**src/rtl/uart_transmitter_if.sv**
```systemverilog
// Host-side bundle for uart_transmitter.
//   tx_data              host -> tx  byte to send, sampled when a start is accepted
//   tx_start             host -> tx  start request, rising-edge detected
//   tx_complete_del_flag host -> tx  level clear for tx_complete_flag
//   TXD                  tx -> host  serial line, idles high
//   tx_complete_flag     tx -> host  sticky frame-done flag
//   tx_busy              tx -> host  frame in progress
// master = host side, slave = transmitter side.
interface uart_transmitter_if;
  logic [7:0] tx_data;
  logic       tx_start;
  logic       tx_complete_del_flag;
  logic       TXD;
  logic       tx_complete_flag;
  logic       tx_busy;

  modport master (
    output tx_data, tx_start, tx_complete_del_flag,
    input  TXD, tx_complete_flag, tx_busy
  );

  modport slave (
    input  tx_data, tx_start, tx_complete_del_flag,
    output TXD, tx_complete_flag, tx_busy
  );
endinterface

```
**src/rtl/uart_transmitter.sv**
```systemverilog
// 8-bit UART transmitter: start bit, 8 data bits LSB first, optional parity,
// STOP_BITS stop bits. All outputs registered.
// Ports:
//   tx_clk   single clock, rising edge
//   reset_n  asynchronous active-low reset
//   bus      uart_transmitter_if.slave (tx_data, tx_start, tx_complete_del_flag
//            in; TXD, tx_complete_flag, tx_busy out)
// Parameters: CLKS_PER_BIT (1..65535), STOP_BITS (1 or 2), PARITY_ODD (0/1).
// Build option: define TX_PARITY_EN to insert a parity bit between the data
// bits and the stop bit(s); PARITY_ODD selects odd parity.
module uart_transmitter #(
  parameter int CLKS_PER_BIT = 16,
  parameter int STOP_BITS    = 1,
  parameter int PARITY_ODD   = 0
) (
  input  logic             tx_clk,
  input  logic             reset_n,
  uart_transmitter_if.slave bus
);

  if (CLKS_PER_BIT < 1 || CLKS_PER_BIT > 65535) begin : g_bad_cpb
    $error("CLKS_PER_BIT out of range");
  end
  if (STOP_BITS != 1 && STOP_BITS != 2) begin : g_bad_stop
    $error("STOP_BITS must be 1 or 2");
  end
  if (PARITY_ODD != 0 && PARITY_ODD != 1) begin : g_bad_par
    $error("PARITY_ODD must be 0 or 1");
  end

  typedef enum logic [2:0] {
    IDLE,
    START,
    DATA,
`ifdef TX_PARITY_EN
    PARITY,
`endif
    STOP
  } state_e;

  localparam logic [15:0] BAUD_MAX  = 16'(CLKS_PER_BIT - 1);
  localparam logic        STOP_LAST = 1'(STOP_BITS - 1);

  state_e      state_q, state_d;
  logic [15:0] baud_q, baud_d;
  logic [2:0]  bit_q, bit_d;
  logic        stop_q, stop_d;
  logic [7:0]  shift_q, shift_d;
  logic        start_prev_q, start_prev_d;
  logic        txd_q, txd_d;
  logic        busy_q, busy_d;
  logic        flag_q, flag_d;
  logic        baud_tick;
  logic        done;
`ifdef TX_PARITY_EN
  logic        par_q, par_d;
`endif

  always_comb begin
    state_d      = state_q;
    bit_d        = bit_q;
    stop_d       = stop_q;
    shift_d      = shift_q;
    txd_d        = txd_q;
    busy_d       = busy_q;
    done         = 1'b0;
    start_prev_d = bus.tx_start;
`ifdef TX_PARITY_EN
    par_d        = par_q;
`endif
    baud_tick = (baud_q == BAUD_MAX);
    baud_d    = baud_tick ? 16'd0 : baud_q + 16'd1;

    unique case (state_q)
      IDLE: begin
        baud_d = 16'd0;
        if (bus.tx_start && !start_prev_q) begin
          state_d = START;
          shift_d = bus.tx_data;
          bit_d   = 3'd0;
          stop_d  = 1'b0;
          txd_d   = 1'b0;
          busy_d  = 1'b1;
`ifdef TX_PARITY_EN
          par_d   = (^bus.tx_data) ^ 1'(PARITY_ODD);
`endif
        end
      end
      START: if (baud_tick) begin
        state_d = DATA;
        txd_d   = shift_q[0];
      end
      DATA: if (baud_tick) begin
        if (bit_q == 3'd7) begin
`ifdef TX_PARITY_EN
          state_d = PARITY;
          txd_d   = par_q;
`else
          state_d = STOP;
          txd_d   = 1'b1;
`endif
        end else begin
          // next bit goes out now, so drive shift_q[1] alongside the shift
          bit_d   = bit_q + 3'd1;
          shift_d = shift_q >> 1;
          txd_d   = shift_q[1];
        end
      end
`ifdef TX_PARITY_EN
      PARITY: if (baud_tick) begin
        state_d = STOP;
        txd_d   = 1'b1;
      end
`endif
      STOP: if (baud_tick) begin
        if (stop_q == STOP_LAST) begin
          state_d = IDLE;
          busy_d  = 1'b0;
          done    = 1'b1;
        end else begin
          stop_d = 1'b1;
        end
      end
      default: state_d = IDLE;
    endcase

    // set beats a coincident clear
    flag_d = done | (flag_q & ~bus.tx_complete_del_flag);
  end

  always_ff @(posedge tx_clk or negedge reset_n) begin
    if (!reset_n) begin
      state_q      <= IDLE;
      baud_q       <= '0;
      bit_q        <= '0;
      stop_q       <= 1'b0;
      shift_q      <= '0;
      start_prev_q <= 1'b0;
      txd_q        <= 1'b1;
      busy_q       <= 1'b0;
      flag_q       <= 1'b0;
`ifdef TX_PARITY_EN
      par_q        <= 1'b0;
`endif
    end else begin
      state_q      <= state_d;
      baud_q       <= baud_d;
      bit_q        <= bit_d;
      stop_q       <= stop_d;
      shift_q      <= shift_d;
      start_prev_q <= start_prev_d;
      txd_q        <= txd_d;
      busy_q       <= busy_d;
      flag_q       <= flag_d;
`ifdef TX_PARITY_EN
      par_q        <= par_d;
`endif
    end
  end

  assign bus.TXD              = txd_q;
  assign bus.tx_busy          = busy_q;
  assign bus.tx_complete_flag = flag_q;

endmodule

```
**src/flat_wrapper.sv**
```systemverilog
// flat-port wrapper written by rule: the top's interface ports become plain ports
module uart_transmitter_flat 
#(
  parameter int CLKS_PER_BIT = 16,
  parameter int STOP_BITS    = 1,
  parameter int PARITY_ODD   = 0
)
  (tx_clk, reset_n, bus_tx_data, bus_tx_start, bus_tx_complete_del_flag, bus_TXD, bus_tx_complete_flag, bus_tx_busy);
  uart_transmitter_if bus_i ();
  input  logic tx_clk;
  input  logic reset_n;
  input wire logic [$bits(bus_i.tx_data)-1:0] bus_tx_data;
  input wire logic [$bits(bus_i.tx_start)-1:0] bus_tx_start;
  input wire logic [$bits(bus_i.tx_complete_del_flag)-1:0] bus_tx_complete_del_flag;
  output wire logic [$bits(bus_i.TXD)-1:0] bus_TXD;
  output wire logic [$bits(bus_i.tx_complete_flag)-1:0] bus_tx_complete_flag;
  output wire logic [$bits(bus_i.tx_busy)-1:0] bus_tx_busy;
  assign bus_i.tx_data = bus_tx_data;
  assign bus_i.tx_start = bus_tx_start;
  assign bus_i.tx_complete_del_flag = bus_tx_complete_del_flag;
  assign bus_TXD = bus_i.TXD;
  assign bus_tx_complete_flag = bus_i.tx_complete_flag;
  assign bus_tx_busy = bus_i.tx_busy;
  uart_transmitter #(.CLKS_PER_BIT(CLKS_PER_BIT), .STOP_BITS(STOP_BITS), .PARITY_ODD(PARITY_ODD)) u_core (.tx_clk(tx_clk), .reset_n(reset_n), .bus(bus_i));
endmodule
```
**config.mk**
```make
export PLATFORM = sky130hd
export DESIGN_NAME = uart_transmitter_flat
export DESIGN_NICKNAME = d
export VERILOG_FILES = /design/src/rtl/uart_transmitter_if.sv /design/src/rtl/uart_transmitter.sv /design/src/flat_wrapper.sv
export SDC_FILE = /design/constraint.sdc
export NUM_CORES = 1
export LEC_CHECK = 0
export BUFFER_PORTS_ARGS = -buffer_cell sky130_fd_sc_hd__buf_2
export CAP_MARGIN = 10
export CORE_MARGIN = 1
export CORE_UTILIZATION = 58
export CTS_CLUSTER_DIAMETER = 30
export DETAILED_ROUTE_END_ITERATION = 7
export MAX_ROUTING_LAYER = met4
export PLACE_DENSITY_LB_ADDON = 0.08
export SLEW_MARGIN = 20
export SYNTH_ARGS = -nofsm -noshare
export SYNTH_HDL_FRONTEND = slang
export SYNTH_SLANG_ARGS = --single-unit
```
**constraint.sdc**
```tcl
create_clock -name tx_clk -period 2.4 [get_ports tx_clk]
set_input_delay 0.12 -clock tx_clk [delete_from_list [all_inputs] [get_ports tx_clk]]
set_output_delay 0.12 -clock tx_clk [all_outputs]
set_load 0.1 [all_outputs]
```
==> results of run 1 <==
[metrics by stage]
| step | util | instance area, um^2 | setup WS (ns) | std cells | hold slack, ns |
|---|---|---|---|---|---|
| 2_1_floorplan | - | 1750 | 0.490 | 172 | -0.176 |
| 3_3_place_gp | 0.662 | 1860 | 0.481 | 214 | 0.209 |
| 3_5_place_dp | 0.662 | 1860 | 0.400 | 214 | 0.215 |
| 4_1_cts | 0.707 | 1980 | 0.366 | 226 | 0.0393 |
| 5_1_grt | 0.707 | 1980 | 0.247 | 226 | 0.0398 |
| 6_report | 0.707 | 1980 | 0.372 | 226 | 0.0452 |
[power by group]
part           internal (mW)  leakage, nW  total (mW)  switching, mW
Sequential             0.693        0.418       0.806          0.113
Clock                  0.249       0.0455       0.430          0.181
Combinational          0.280        0.399       0.621          0.341
[worst paths after layout]
kind                                        to  slack [ns]
min reg2reg                   u_core.baud_q[0]        0.49
max reg2reg                    u_core.bit_q[1]        0.37
max                            u_core.bit_q[1]        0.37
min in group asynchronous  u_core.start_prev_q        0.39
min                          u_core.shift_q[7]        0.05
max in group asynchronous    u_core.shift_q[7]        1.56
[cell type report]
cell class	count	area [um^2]
clock buffers	7	55.1
clock inverters	1	30.0
fillers	217	823
inverters	15	56.3
multi-input cells	118	842
flip-flops and latches	33	827
well taps	31	38.8
repair buffers	21	133
[layout by cell type (no fill, tap or decap), types with 2 or more instances in the layout]
| master | count |
|---|---|
| dfrtp_1 | 32 |
| nor2_1 | 19 |
| inv_1 | 15 |
| buf_2 | 14 |
| xnor2_1 | 12 |
| nand2_1 | 10 |
| nand2b_1 | 8 |
| ha_1 | 8 |
| o221a_2 | 7 |
| nand3_1 | 6 |
| nor4_1 | 5 |
| o211ai_1 | 5 |
| clkbuf_4 | 5 |
| nor3_1 | 4 |
| dlygate4sd3_1 | 4 |
| nor4_2 | 3 |
| o21ai_0 | 3 |
| a21oi_1 | 3 |
| buf_4 | 3 |
| nand4_2 | 2 |
| nand4_1 | 2 |
| o22ai_1 | 2 |
| or4_1 | 2 |
| mux2_2 | 2 |
| or4b_1 | 2 |
[state kept, by name (all words and copies together), names as in the netlist]
name,count
u_core.baud_q,16
u_core.bit_q,3
u_core.bus.TXD,1
u_core.bus.tx_busy,1
u_core.bus.tx_complete_flag,1
u_core.shift_q,8
u_core.start_prev_q,1
u_core.state_q,2
[cell families after synthesis]
family | count (synthesis) | synth area share
mux | 2 | 0.0128
compound gates | 26 | 0.122
fa+ha+maj | 8 | 0.0571
buf+inv | 21 | 0.0478
xor+xnor | 13 | 0.0650
simple gates | 69 | 0.223
flops | 33 | 0.472
[routing by layer]
layer  vias to the layer above  GRT usage  wire length (um)
li1                        656          -                 -
met1                       657      0.302              1570
met2                        31      0.363              1490
met3                         8     0.0522               142
met4                         0      0.108                49
met5                         -          -                 0
[critical path, stage by stage, from the launching register on]
cell      delay (ns)
dfrtp_1         0.44
inv_1           0.10
ha_1            0.30
mux2_2          0.43
or4b_1          0.50
o211ai_1        0.17
[synthesized netlist by cell type, types with 2 or more instances]
cell / number / area share
o221a_2: 7 / 0.045
ha_1: 8 / 0.057
nor4_1: 5 / 0.018
o22ai_1: 2 / 0.0071
or4_1: 2 / 0.0086
dfrtp_1: 32 / 0.46
nand2_1: 10 / 0.021
o21ai_0: 3 / 0.0086
buf_2: 4 / 0.011
mux2_2: 2 / 0.013
nor2_1: 19 / 0.041
nand3_1: 6 / 0.017
nor4_2: 3 / 0.021
inv_1: 15 / 0.032
nand4_2: 2 / 0.014
or4b_1: 2 / 0.011
nor3_1: 4 / 0.011
nand2b_1: 8 / 0.029
a21oi_1: 3 / 0.0086
nand4_1: 2 / 0.0071
clkbuf_1: 2 / 0.0043
xnor2_1: 12 / 0.060
o211ai_1: 5 / 0.021
[repair_timing]
action / CTS / global route
hold buffers: 4 / 0
endpoints found under the hold margin: 35 / 0
setup buffers: 0 / 0
==> metrics.md, run 1 <==
| Metric | Value |
|---|---|
| Status | `finished, final reports clean` |
| Ratio of cells with drive above 1 in the final layout | `0.210` |
| Max Transition Viols Final | `0` |
| Highest Clock Rate | `493 MHz` |
| Setup Viol. Count Final | `0` |
| MaxCap Viol Count | `0` |
| Largest net degree at the start of global routing | `34` |
| H-tree depth | `2` |
| Routed WL | `3.24 mm` |
| Fin crit share | `0.845` |
| N_diodes | `0` |
| Pwr/cell area | `937 mW/mm^2` |
| Std-Cell Rows | `19` |
| Gr usage total | `0.237` |
| CTS tree | `yes` |
| FF-to-FF Start | `u_core.state_q[1]` |
| Drt pass-1 iters | `4` |
| WL per Instance | `14.4 um` |
| Sink Count | `33` |
| Netlist cell types | `37` |
| First-pass GRT wire length | `5.68 mm` |
| Worst-skew pair later-pin latency | `0.33 ns` |
| Clock Skews | `0.00429 ns` |
| RSZ-0062 raised after global routing | `false` |
| Final Hold Fails | `0` |
| Aggregate negative setup slack | `0 ns` |
| IR drop worst, VDD | `0.000541 V` |
| Die width | `57.0 um` |
| IO Port Bufs | `14` |
| Post-synth ARST share | `1.00` |
| Vias in the first global route | `1369` |
| TritonCTS buffer count | `5` |
| Crit path DAT | `2.27 ns` |
| Grt total ovfl | `0` |
| Initial core utilization | `0.625` |
| CP required | `2.64 ns` |
| Final ANT Viol Nets | `0` |
| Post-DP HPWL | `2.37 mm` |
| DRC errors left | `0` |
| CTS root buf | `clkbuf_4` |
| Main synth FF type | `dfrtp_1` |
| Cts repair resizes | `0` |
| Die height | `57.0 um` |
| Initial antenna violation count | `0` |
| Rel. slew slack | `0.528` |
| Warnings, synthesis | `0` |
| Fin nets | `214` |
| Die Footprint | `0.00325 mm^2` |
| Mapped Cells | `172` |
| Sequential area share after synthesis | `0.472` |
| Pleak | `0.862 nW` |
| 1st-iter DRT viols | `52` |
| Number of synthesized flops with an enable pin | `0` |
| I/O pin count | `15` |
| Gpl congestion | `0.923` |
| Worst-path clk slew | `0.10 ns` |
| P&R area growth vs syn | `13.1%` |
| Min-Delay Startpoint | `bus_tx_data[7]` |
| Routed vias | `1352` |
| Synthesized cell area | `0.00175 mm^2` |
| Flops & latches, synth | `33` |
| Clk buf depth | `2` |
| Placeable Area | `0.00281 mm^2` |
| Crit Path Class | `reg2reg` |
| Crit path launch | `u_core.state_q[1]` |
| FF-to-FF path depth | `5` |
| Vias per inst | `5.98` |
| Syn Nets | `192` |
| Hold Path Cell Cnt | `3` |
| Clock period minus worst slack | `2.03 ns` |
| Post-layout power | `1.86 mW` |
| Worst Path Max Fanout | `8` |
| CP Launch Type | `register` |
| Mean instance size in the synthesized netlist | `10.2 um^2` |
| Hold Path Class | `in2reg` |
| Worst-Margin Slew | `0.709 ns` |
| Crit path capture type | `register` |
Note: power is estimated with default switching activity, not from simulation.
==> inputs of run 2 (changes only) <==
--- a/config.mk
+++ b/config.mk
@@ -5,10 +5,11 @@
 export SDC_FILE = /design/constraint.sdc
 export NUM_CORES = 1
 export LEC_CHECK = 0
+export ABC_AREA = 1
 export BUFFER_PORTS_ARGS = -buffer_cell sky130_fd_sc_hd__buf_2
 export CAP_MARGIN = 10
 export CORE_MARGIN = 1
-export CORE_UTILIZATION = 58
+export CORE_UTILIZATION = 53
 export CTS_CLUSTER_DIAMETER = 30
 export DETAILED_ROUTE_END_ITERATION = 7
 export MAX_ROUTING_LAYER = met4
==> constraint.sdc (replaced) <==
create_clock -name tx_clk -period 1.7 [get_ports tx_clk]
set_input_delay 0.085 -clock tx_clk [delete_from_list [all_inputs] [get_ports tx_clk]]
set_output_delay 0.085 -clock tx_clk [all_outputs]
set_load 0.1 [all_outputs]
==> metrics.md, run 2 <==
| Metric | Value |
|---|---|
| Largest area contributor in the netlist | `dfrtp_1` |
| Finished Cell Area | `0.00203 mm^2` |
| Die Footprint | `0.00354 mm^2` |
| Commonest non-fill, non-tap cell in the layout | `nand2_1` |
| First-pass GRT wire length | `5.64 mm` |
| Netlist cell types | `28` |
| Warnings, synthesis | `0` |
| Sink Count | `33` |
| CP required | `1.93 ns` |
| Max Transition Viols Final | `0` |
| Max reg flops | `16` |
| Worst-Margin Slew | `0.713 ns` |
| Largest net degree at the start of global routing | `34` |
| Crit path launch | `u_core.state_q[0]` |
| IO Port Bufs | `14` |
| P&R area growth vs syn | `15.9%` |
| Crit path DAT | `1.80 ns` |
| Slowest CP cell | `dfrtp_1` |
| Hold Path Class | `in2reg` |
| Highest Clock Rate | `636 MHz` |
| Most frequent cells in the layout | `nand2_1 (45), dfrtp_1 (32), nor2_1 (31)` |
| 1st-iter DRT viols | `81` |
| Flops & latches, synth | `33` |
| WP buf/inv | `3` |
| IR drop worst, VDD | `0.000809 V` |
| Crit-path leading delay family | `flip-flops` |
| Post-CTS setup buffer count | `0` |
| Post-synth ARST share | `1.00` |
| Count leader, synth | `nand2_1` |
| Ratio of cells with drive above 1 in the final layout | `0.203` |
| WL per Instance | `11.7 um` |
| Number of synthesized flops with an enable pin | `0` |
| Sequential area share after synthesis | `0.472` |
| Syn Nets | `219` |
| Pwr/cell area | `1450 mW/mm^2` |
| CP peak stage delay | `0.37 ns` |
| Placed inst area | `0.00191 mm^2` |
| MaxCap Viol Count | `0` |
| Status | `finished, final reports clean` |
| Commonest cells in the netlist | `nand2_1 (45), dfrtp_1 (32), nor2_1 (32)` |
| Initial antenna violation count | `0` |
| Worst Hold Slack | `0.0458 ns` |
| Worst Path Max Fanout | `10` |
| Initial core utilization | `0.565` |
| Setup Viol. Count Final | `0` |
| Top cell type's share of synthesized area | `0.457` |
| Die height | `59.5 um` |
| Std-Cell Rows | `20` |
| CTS tree | `yes` |
| Synthesized cell area | `0.00175 mm^2` |
| FF-to-FF Start | `u_core.state_q[0]` |
| Final ANT Viol Nets | `0` |
| Rel. slew slack | `0.525` |
| Worst-path clk slew | `0.10 ns` |
| I/O pin count | `15` |
| Crit path capture type | `register` |
| Crit-path most repeated cell | `nand2_1` |
| DRC errors left | `0` |
| Biggest register | `u_core.baud_q` |
| Min-Delay Startpoint | `bus_tx_data[1]` |
| Clock period minus worst slack | `1.57 ns` |
| Top cells by area, synth | `dfrtp_1 (46%), nand2_1 (9.6%), nor2_1 (6.9%)` |
| N_diodes | `0` |
| Clk buf depth | `2` |
| H-tree depth | `2` |
| Gr usage total | `0.226` |
| Die width | `59.5 um` |
| Worst-skew pair later-pin latency | `0.34 ns` |
| Mean instance size in the synthesized netlist | `8.81 um^2` |
| Main synth FF type | `dfrtp_1` |
| Fin nets | `250` |
| Gpl congestion | `0.839` |
| TritonCTS buffer count | `5` |
| RSZ-0062 raised after global routing | `true` |
| Fin crit share | `0.925` |
| Post-DP HPWL | `2.33 mm` |
| Vias per inst | `4.94` |
| Routed WL | `3.21 mm` |
| Crit Path Class | `reg2reg` |
| Routed vias | `1359` |
| Vias in the first global route | `1362` |
| Drt pass-1 iters | `4` |
| Mapped Cells | `199` |
| Cell Chain, Critical Path | `inv_1, ha_1, buf_4, inv_1, nor2_1, a21oi_1, nand2_1, nand2_1, nand2_1` |
| Final Hold Fails | `0` |
| Pleak | `1.01 nW` |
| Grt total ovfl | `0` |
| Biggest regs | `u_core.baud_q (16), u_core.shift_q (8), u_core.bit_q (3)` |
| CTS root buf | `clkbuf_4` |
| Clock Skews | `0.0120 ns` |
| CP Launch Type | `register` |
| Placeable Area | `0.00310 mm^2` |
-- run 2: changes by cell type after synthesis, moves of 7 or more --
cell,change
nor2_1,+13
nand2b_1,-8
xnor2_1,-10
o21ai_2,+7
o221a_2,-7
nand2_1,+35
-- run 2: logic make-up after synthesis --
group / count (synthesis) / synth area share
mux: 6 / 0.0343
buf+inv: 20 / 0.0535
fa+ha+maj: 8 / 0.0571
simple gates: 105 / 0.268
flops: 33 / 0.472
xor+xnor: 9 / 0.0450
compound gates: 18 / 0.0700
-- run 2: report_power, final --
part	switching, mW	internal, mW	total (mW)	leakage, nW
Clock	0.258	0.161	0.419	0.0293
Sequential	0.113	0.977	1.09	0.433
Combinational	0.906	0.539	1.44	0.550
-- run 2: layout make-up --
class / count / area [um^2]
fillers: 283 / 1070
multi-input cells: 147 / 866
flip-flops and latches: 33 / 827
repair buffers: 26 / 170
inverters: 17 / 63.8
well taps: 44 / 55.1
clock buffers: 7 / 45.0
clock inverters: 1 / 5.00
-- run 2: per-layer routing --
layer  part of all wire  routed length (um)  GRT usage
met5                  0                   0          -
met1               0.43                1390      0.257
met3              0.031                 101     0.0742
met4              0.014                  45     0.0997
met2               0.52                1670      0.363
-- run 2: repair_timing --
item / 4_1_cts / 5_1_grt
hold buffers: 4 / 0
setup endpoints to repair: 0 / 13
gates resized for setup: 0 / 5
hold endpoints to repair: 35 / 0
-- run 2: metrics by stage --
step                      TNS [ns]  setup WS [ns]  cells  power, mW  utilization
after CTS                        0          0.102    274       2.91        0.644
after detailed placement         0          0.124    262       2.48        0.615
after floorplan                  0         0.0631    199       2.18            -
after global routing       -0.0105       -0.00546    275       3.23        0.655
final                            0          0.128    275       2.95        0.655
after global placement           0          0.169    262       2.42        0.615
-- run 2: path summary, 6_finish.rpt --
path / end / slack (ns) / cells past startpoint
worst max register to register: u_core.state_q[1] / 0.13 / 9
worst max-delay path: u_core.state_q[1] / 0.13 / 9
worst min-delay path: u_core.shift_q[1] / 0.05 / 3
max in group asynchronous: u_core.bus.tx_busy / 0.91 / 2
min in group asynchronous: u_core.baud_q[5] / 0.33 / 2
worst min register to register: u_core.baud_q[0] / 0.47 / 1
-- run 2: worst register-to-register path, delay by kind of cell (launching register included) --
| family | cells | cell delay [ns] |
|---|---|---|
| flops | 1 | 0.37 |
| buf+inv | 3 | 0.37 |
| simple gates | 4 | 0.28 |
| fa+ha+maj | 1 | 0.22 |
| compound gates | 1 | 0.22 |
==> inputs of run 3 (changes only) <==
--- a/config.mk
+++ b/config.mk
@@ -9,7 +9,7 @@
 export BUFFER_PORTS_ARGS = -buffer_cell sky130_fd_sc_hd__buf_2
 export CAP_MARGIN = 10
 export CORE_MARGIN = 1
-export CORE_UTILIZATION = 53
+export CORE_UTILIZATION = 63
 export CTS_CLUSTER_DIAMETER = 30
 export DETAILED_ROUTE_END_ITERATION = 7
 export MAX_ROUTING_LAYER = met4
==> constraint.sdc (replaced) <==
create_clock -name tx_clk -period 2 [get_ports tx_clk]
set_input_delay 0.1 -clock tx_clk [delete_from_list [all_inputs] [get_ports tx_clk]]
set_output_delay 0.1 -clock tx_clk [all_outputs]
set_load 0.1 [all_outputs]
==> metrics.md, run 3 (same netlist as run 2, synthesis figures left out) <==
| Metric | Value |
|---|---|
| Fill count | `182` |
| N_diodes | `0` |
| Grt total ovfl | `0` |
| I/O pin count | `15` |
| Die Footprint | `0.00300 mm^2` |
| Most frequent cells in the layout | `nand2_1 (45), nor2_1 (32), dfrtp_1 (32)` |
| Post-DP HPWL | `2.32 mm` |
| CP required | `2.23 ns` |
| Worst-skew pair later-pin latency | `0.33 ns` |
| Largest net degree at the start of global routing | `34` |
| CTS tree | `yes` |
| Max Transition Viols Final | `0` |
| Status | `finished, final reports clean` |
| WL per Instance | `12.2 um` |
| Final Hold Fails | `0` |
| Core Util, Final | `0.762` |
| First-pass GRT wire length | `5.19 mm` |
| Biggest regs | `u_core.baud_q (16), u_core.shift_q (8), u_core.bit_q (3)` |
| Pleak | `0.979 nW` |
| Commonest non-fill, non-tap cell in the layout | `nand2_1` |
| H-tree depth | `2` |
| Drt pass-1 iters | `4` |
| P&R area growth vs syn | `10.6%` |
| Routed WL | `3.10 mm` |
| CP peak stage delay | `0.43 ns` |
| DRC errors left | `0` |
| RSZ-0062 raised after global routing | `false` |
| Biggest register | `u_core.baud_q` |
| Max reg flops | `16` |
| Initial core utilization | `0.689` |
| Sink Count | `33` |
| Clock Skews | `0.00666 ns` |
| Die width | `54.8 um` |
| Aggregate negative setup slack | `0 ns` |
| Hold Path Class | `in2reg` |
| CP Launch Type | `register` |
| CTS root buf | `clkbuf_4` |
| Slowest CP cell | `dfrtp_1` |
| Worst reg2reg path endpoint | `u_core.shift_q[1]` |
| Crit path capture type | `register` |
| Rel. slew slack | `0.530` |
| Die height | `54.8 um` |
| Worst-path clk slew | `0.10 ns` |
| Cell Chain, Critical Path | `inv_1, ha_1, inv_1, a21oi_1, nor2_1, nand3_4, nand2_1, o21ai_2` |
| Highest Clock Rate | `574 MHz` |
| Post-CTS setup buffer count | `0` |
| Clock period minus worst slack | `1.74 ns` |
| Vias in the first global route | `1230` |
| Crit-path most repeated cell | `inv_1` |
| Crit Path Class | `reg2reg` |
| Vias per inst | `5.36` |
| 1st-iter DRT viols | `38` |
| Ratio of cells with drive above 1 in the final layout | `0.170` |
| IR drop worst, VDD | `0.00122 V` |
| Routed vias | `1356` |
| Reg2Reg Setup Slack | `0.26 ns` |
| Worst Setup EP | `u_core.shift_q[1]` |
| Gr usage total | `0.266` |
| Worst Path Max Fanout | `18` |
| TritonCTS buffer count | `5` |
| Cts hold-fix bufs | `3` |
| Gpl congestion | `0.826` |
| Final ANT Viol Nets | `0` |
| Placeable Area | `0.00254 mm^2` |
| Crit path launch | `u_core.state_q[1]` |
| Setup Viol. Count Final | `0` |
| FF-to-FF Start | `u_core.state_q[1]` |
| Initial antenna violation count | `0` |
| Clk buf depth | `2` |
| Fin nets | `243` |
| MaxCap Viol Count | `0` |
| Worst-Margin Slew | `0.705 ns` |
| Pwr/cell area | `1250 mW/mm^2` |
| IO Port Bufs | `14` |
| Std-Cell Rows | `18` |
| Cts repair resizes | `0` |
| FF-to-FF path depth | `8` |
| Fin crit share | `0.871` |
| Crit path DAT | `1.97 ns` |
==> run 3: stage by stage <==
step                      cells  instance area (um^2)  hold slack [ns]  worst slack [ns]  total power, mW
final                       253                  1940           0.0104             0.257             2.41
after global routing        253                  1940           0.0342             0.106             2.64
after CTS                   253                  1940           0.0115             0.253             2.43
after detailed placement    243                  1850            0.191             0.276             2.05
after global placement      243                  1850            0.185             0.391             2.00
after floorplan             199                  1750           -0.196             0.363             1.86
==> run 3: metal layers <==
layer | up-vias | GRT usage | share of wire
li1 | 684 | - | -
met2 | 29 | 0.412 | 0.49
met4 | 0 | 0.154 | 0.024
met1 | 631 | 0.311 | 0.45
met5 | - | - | 0
met3 | 12 | 0.0667 | 0.038
==> run 3: worst min-delay path by stage <==
| stage | start | to | slack [ns] | depth (start not counted) |
|---|---|---|---|---|
| after floorplan | reset_n | u_core.baud_q[0] | -0.20 | 0 |
| after global placement | reset_n | u_core.baud_q[5] | 0.19 | 1 |
| after detailed placement | reset_n | u_core.baud_q[5] | 0.19 | 1 |
| after CTS | bus_tx_data[7] | u_core.shift_q[7] | 0.01 | 3 |
| after global routing | bus_tx_data[7] | u_core.shift_q[7] | 0.03 | 3 |
| final | bus_tx_data[7] | u_core.shift_q[7] | 0.01 | 3 |
==> run 3: critical path: cells and delay by family, from the launching register on <==
kind,cells,cell delay (ns)
and+or+nand+nor,3,0.70
DFF,1,0.43
adders and majority gates,1,0.22
buffers and inverters,2,0.19
AOI/OAI and AO/OA,2,0.12
==> run 3: power by group <==
| part | switching [mW] | internal (mW) | total (mW) |
|---|---|---|---|
| clock network | 0.211 | 0.166 | 0.377 |
| logic | 0.705 | 0.395 | 1.10 |
| registers | 0.108 | 0.831 | 0.938 |
==> run 3: cell type report <==
cell class	count	area, um^2	share of cell area
multi-input combinational	146	832	0.429
tap	30	37.5	0.0194
inverter	17	63.8	0.0329
sequential	33	827	0.427
timing repair buffer	20	123	0.0633
clock buffer	7	55.1	0.0284
